### config.mk
export PLATFORM = sky130hd
export DESIGN_NAME = pixel_packer
export DESIGN_NICKNAME = d
export VERILOG_FILES = /design/src/rtl/pixel_fmt_pkg.sv /design/src/rtl/pixel_packer.sv
export SDC_FILE = /design/constraint.sdc
export NUM_CORES = 1
export LEC_CHECK = 0
export BUFFER_PORTS_ARGS = -buffer_cell sky130_fd_sc_hd__buf_2
export CAP_MARGIN = 25
export CORE_UTILIZATION = 55
export CTS_CLUSTER_DIAMETER = 40
export DETAILED_ROUTE_END_ITERATION = 7
export PLACE_DENSITY = 0.78
export SYNTH_ARGS = -nofsm -noshare
export SYNTH_HDL_FRONTEND = slang
export SYNTH_SLANG_ARGS = --single-unit
### constraint.sdc
create_clock -name clk -period 2.4 [get_ports clk]
set_input_delay 0.24 -clock clk [delete_from_list [all_inputs] [get_ports clk]]
set_output_delay 0.24 -clock clk [all_outputs]
set_load 0.05 [all_outputs]
### src/rtl/pixel_fmt_pkg.sv
// Pixel format definitions shared by the framebuffer packer and the
// scan-out unpacker: layout encodings, colour byte lanes and the
// RGB888 -> RGB565 reduction.
package pixel_fmt_pkg;

  // Layout select. Only bit 1 carries meaning today; bit 0 is reserved.
  typedef enum logic [1:0] {
    BITCFG_RGB888 = 2'b00,
    BITCFG_RGB565 = 2'b10
  } bitcfg_e;

  // Bits of bitcfg that pick RGB565 over 24-bit packed.
  localparam logic [1:0] BITCFG_565_MASK = 2'b10;

  // Byte lane of each colour component within a 24-bit pixel.
  localparam int unsigned R_LANE = 2;
  localparam int unsigned G_LANE = 1;
  localparam int unsigned B_LANE = 0;

  // Truncating reduction to RGB565: {R[7:3], G[7:2], B[7:3]}.
  function automatic logic [15:0] rgb888_to_565(input logic [23:0] px);
    logic [7:0] r;
    logic [7:0] g;
    logic [7:0] b;
    r = px[8*R_LANE +: 8];
    g = px[8*G_LANE +: 8];
    b = px[8*B_LANE +: 8];
    return {r[7:3], g[7:2], b[7:3]};
  endfunction

endpackage

### src/rtl/pixel_packer.sv
// Packs 24-bit RGB pixels into 32-bit framebuffer words, either as
// 24-bit packed (4 pixels per 3 words) or RGB565 (2 pixels per word).
// Bytes collect in an 8-byte buffer, oldest byte in lane 0; a word is
// offered whenever 4 bytes are present, or earlier to flush out a frame.
module pixel_packer
  import pixel_fmt_pkg::*;
(
  input  logic        clk,
  input  logic        rst_n,
  input  logic        flush_i,
  input  logic [1:0]  bitcfg_i,
  input  logic        pixel_valid_i,
  output logic        pixel_ready_o,
  input  logic [23:0] pixel_data_i,
  input  logic        pixel_last_i,
  output logic        word_valid_o,
  input  logic        word_ready_i,
  output logic [31:0] word_data_o,
  output logic        word_last_o
);

  logic [63:0] buf_q, buf_d;
  logic [3:0]  byte_cnt_q, byte_cnt_d;
  logic        last_pend_q, last_pend_d;

  logic        emit;
  logic        accept;
  logic        mode_565;
  logic [3:0]  post_cnt;
  logic [63:0] post_buf;
  logic [23:0] in_bytes;
  logic [3:0]  in_nb;

  assign mode_565 = |(bitcfg_i & BITCFG_565_MASK);

  assign word_valid_o  = (byte_cnt_q >= 4'd4) | (last_pend_q & (byte_cnt_q != 4'd0));
  assign word_last_o   = last_pend_q & (byte_cnt_q <= 4'd4);
  assign word_data_o   = buf_q[31:0];
  assign emit          = word_valid_o & word_ready_i;
  // Room for 3 more bytes exists at count <= 4, or once this cycle's emit frees 4.
  assign pixel_ready_o = ~last_pend_q & ((byte_cnt_q <= 4'd4) | emit);
  assign accept        = pixel_valid_i & pixel_ready_o;

  // Stream bytes for one pixel, first byte in the low lane.
  always_comb begin
    in_bytes = 24'd0;
    in_nb    = 4'd3;
    if (mode_565) begin
      in_bytes = {8'd0, rgb888_to_565(pixel_data_i)};
      in_nb    = 4'd2;
    end else begin
      in_bytes = {pixel_data_i[8*B_LANE +: 8],
                  pixel_data_i[8*G_LANE +: 8],
                  pixel_data_i[8*R_LANE +: 8]};
    end
  end

  // Next state: drain a word on emit, then append the accepted pixel's bytes
  // just above whatever remains. Shifting in zeros keeps unused lanes at 0.
  always_comb begin
    post_cnt    = byte_cnt_q;
    post_buf    = buf_q;
    last_pend_d = last_pend_q;
    if (emit) begin
      post_buf = {32'd0, buf_q[63:32]};
      post_cnt = (byte_cnt_q >= 4'd4) ? (byte_cnt_q - 4'd4) : 4'd0;
      if (word_last_o) begin
        last_pend_d = 1'b0;
      end
    end
    buf_d      = post_buf;
    byte_cnt_d = post_cnt;
    if (accept) begin
      buf_d      = post_buf | ({40'd0, in_bytes} << {post_cnt, 3'b000});
      byte_cnt_d = post_cnt + in_nb;
      if (pixel_last_i) begin
        last_pend_d = 1'b1;
      end
    end
  end

  // State registers; flush aborts the frame exactly like reset.
  always_ff @(posedge clk) begin
    if (!rst_n || flush_i) begin
      buf_q       <= 64'd0;
      byte_cnt_q  <= 4'd0;
      last_pend_q <= 1'b0;
    end else begin
      buf_q       <= buf_d;
      byte_cnt_q  <= byte_cnt_d;
      last_pend_q <= last_pend_d;
    end
  end

endmodule

# == Word level (Yosys, flattened, before mapping) ==
# Cells that the tools add are included.
# W data, S select, Z words.
# word_totals
register_bits,69
inputBits,32
output_inout_bits,35
wordCells,31
# op_classes
muxes,11
n_lt_le_gt_ge,2
reduce_logical,3
bitwise_logic,9
shift,1
addsub,2
# ops
operator,n
$mux W64,2
$or A64 B64 Y64,1
$shl A24 B7 Y64,1
$mux W24,1
$mux W4,3
$and A1 B1 Y1,5
$mux W1,5
$add A4 B2 Y4,1
$ge A4 B3 Y1 const B,1
$le A4 B3 Y1 const B,1
$reduce_bool A4 Y1,1
$sub A4 B3 Y4 const B,1
$or A1 B1 Y1,2
$logic_not A1 Y1,1
$logic_or A1 B1 Y1,1
$not A1 Y1,1

# == Depth between registers and ports, before layout ==
# logic_depth
depth_word,8
ltp_mapped,11
ltp_nobuf,9

# == Worst setup path after synthesis ==
# OpenSTA, ideal clock, no wires.
# synth_timing
kind,register -> output
startpoint,register byte_cnt_q[1]
endpoint,output port word_last_o
arrival_time_ns,1.827
slack_ns,0.333
path_buffers,1
required_time_ns,2.160
path_stages_with_launch,4
path_cell_list,dfxtp_1 -> buf_2 -> o21a_1 -> nor3b_1
# synth_via
elab_chain_cells,2
# synth_rtl
item,line,text
"start, declared",pixel_packer.sv:23,"logic [3:0] byte_cnt_q, byte_cnt_d;"
"start signal, assigned",pixel_packer.sv:90,byte_cnt_q <= byte_cnt_d;
$le A4 B3 Y1,pixel_packer.sv:37,assign word_last_o = last_pend_q & (byte_cnt_q <= 4'd4);
$and A1 B1 Y1,pixel_packer.sv:37,
"end, declared",pixel_packer.sv:19,output logic word_last_o
# No other way between the ends.

# == Final worst setup path ==
# layout_timing
startpoint,register byte_cnt_q[3]
endpoint,register buf_q[63]
# layout_via
elab_chain_cells,8
elab_cells_between_ends,16
classes_between,1 x add/sub; 2 x order compare; 1 x shift; 4 x mux; 7 x bitwise; 1 x reduce/logical
# layout_rtl
item,line,text
branches (longest 7 deep; another with $ge A4 B3 Y1),n/a,
$mux W64 *,pixel_packer.sv:73,if (accept) begin
"end signal, assigned",pixel_packer.sv:89,buf_q <= buf_d;
"end, declared",pixel_packer.sv:22,"logic [63:0] buf_q, buf_d;"
# Every way passes the cells marked *.
# A chain may end at the register's enable or synchronous reset.

==> summary.txt <==
Post-synth EDFFs: 0
Final Hold Fails: 0
Crit-path slowest cell: and4bb_2
main area contributors after synthesis: dfxtp_1 (34%), buf_4 (6.3%), nand2_1 (6.3%), mux2i_1 (5.9%), nand3_1 (3.7%)
crit end category: flop
vias in the first global route: 3553
Core Area: 6940 µm²
top cell type by total area after synthesis: dfxtp_1
Final GP Congestion: 0.921
Worst-path clk slew: 0.08 ns
# DRC: 0
final setup violation count: 0
commonest cells in the netlist: dfxtp_1 (69), nand2_1 (68), buf_4 (34)
total CTS buffers: 9
dominant synthesized flop cell: dfxtp_1
drt total wl: 10900 µm
Worst-Skew Late Latency: 0.37 ns
kind of critical path: flop to flop
Final period util: 0.859
Worst Path Buf+Inv: 0
Synth Instances: 477
asr flop ratio synth: 0
Post-Syn Nets: 511
FP Rows: 30
CP arrival: 2.32 ns
post-cts resize count: 0
peak supply drop: 0.328 mV
FMAX: 485 MHz
final std cells w/o fill: 606
total of max-cap violations: 0
slew margin rel.: 0.590
status: finished clean
drt first-iter violations: 392
Slew @ Worst Pin: 0.612 ns
Routed WL per cell: 18.0 µm
first-pass GRT wire length: 17900 µm
Avg Cell Area, Syn: 8.47 µm²
DR vias/cell: 6.48
H-tree depth: 3
Synth top area share: 0.342
top-count cell post-synth: dfxtp_1
Setup crit start kind: flop
slowest stage delay, CP: 0.69 ns
CP required: 2.66 ns
final instance area: 4400 µm²
RSZ-0062 raised after global routing: no
Final WS setup: 0.339 ns
PwrDens: 567 nW/µm²
drt pass-1 iters: 7
CTS tree: done
Yosys warning count: 0
Root Buffer: clkbuf_8
Netlist cell types: 53
Cells after DPL: 590
Cell Chain, Critical Path: and4bb_2 > o21ai_0 > and3_1 > a221o_1
Layout fillers: 615
Slew Viols, Final: 0
share of layout cells above drive strength 1: 0.247
PortBufs: 65
clk sinks: 69
Nets: 539
post-place setup slack: 0.306 ns
postcts setup bufs: 0
DP Wirelength: 7730 µm
pin count of the biggest net entering global routing: 30
top cell family by delay on the critical path: simple AND/OR/NAND/NOR gates
global route overflow: 0
diode count: 0
clk_skew: 0.0113 ns
Overall Global Routing Usage: 0.303
setup TNS: 0 ns
fin util: 0.634
Clock Tree Buf Depth: 2
worst hold path class: input port to flop
Design Power: 2.50 mW
Seq/Total Area, Yosys: 0.342
critical path fanouts, max: 25
I/O pin cnt: 67
hold_ws: 0.121 ns
leakage power: 1.78 nW
Die X: 87.7 µm
initial core utilization: 0.582
die area: 7690 µm²
Period minus WS final: 2.06 ns
initial antenna violation count: 0
Post-CTS Hold Buffers: 0
Area after DPL: 4230 µm²
synthesized area: 4040 µm²
vias: 3924
#FFs+latches synth: 69
Die Y-Extent: 87.7 µm
Antenna Violating Nets Remaining: 0
area grow syn2layout: 8.95%
layout by cell type, fill, tap and decap left out, types with 2 or more instances in the layout:
master and instances:
a211oi_1 3, a21oi_1 14, a221o_1 7, a221oi_1 2
a22oi_1 7, a31oi_1 18, a32o_1 2, a32oi_1 7
a41oi_2 6, and2_1 2, and3_1 9, buf_2 65
buf_4 20, clkbuf_8 9, clkinv_2 2, clkinvlp_4 3
dfxtp_1 69, ha_1 2, inv_1 6, inv_6 2
mux2_2 7, mux2i_1 24, nand2_1 68, nand2b_1 8
nand3_1 30, nand4_1 15, nor2_1 17, nor3_1 9
nor3_4 3, o211a_1 7, o211ai_1 9, o21ai_0 18
o221ai_1 8, o22ai_1 8, or2_2 2
cell type report:
class | count | area (µm²) | share of cell area
Inverter | 7 | 26.3 | 0.00597
Tap cell | 96 | 120 | 0.0273
Clock inverter | 7 | 50.0 | 0.0114
Multi-Input combinational cell | 332 | 2200 | 0.501
Clock buffer | 9 | 124 | 0.0281
Sequential cell | 69 | 1380 | 0.314
Timing Repair Buffer | 86 | 495 | 0.113
per-layer routing:
metal	up-vias	routed length (µm)	global-route usage	share of wire
li1	1806	-	-	-
met5	-	0	0	0
met1	1823	4710	0.423	0.43
met2	263	4700	0.459	0.43
met4	0	261	0.124	0.024
met3	32	1240	0.0575	0.11
registers in the layout, summed over array words and instances (netlist names):
register     count
buf_q           64
byte_cnt_q       4
last_pend_q      1
final timing paths:
path | startpoint | to | slack, ns | depth (start not counted)
max | byte_cnt_q[3] | buf_q[63] | 0.34 | 4
min | pixel_last_i | last_pend_q | 0.12 | 3
max reg2reg | byte_cnt_q[3] | buf_q[63] | 0.34 | 4
min reg2reg | buf_q[40] | buf_q[8] | 0.47 | 2
power breakdown:
group          internal, mW  switching [mW]
logic                 0.138           0.308
registers              1.17          0.0180
clock network         0.377           0.488
kinds of logic after synthesis:
kind of cell	count (synthesis)	synth area share
AOI/OAI and AO/OA	124	0.237
adders and majority gates	2	0.00619
buffers and inverters	76	0.113
DFF	69	0.342
muxes	31	0.0790
and+or+nand+nor	175	0.223
worst min-delay path: cells and delay by family:
| kind | cells | cell delay [ns] |
|---|---|---|
| AO/OA/AOI/OAI | 1 | 0.05 |
| buffers and inverters | 1 | 0.10 |
| AND/OR/NAND/NOR | 1 | 0.04 |
(Power assumes the default switching activity.)
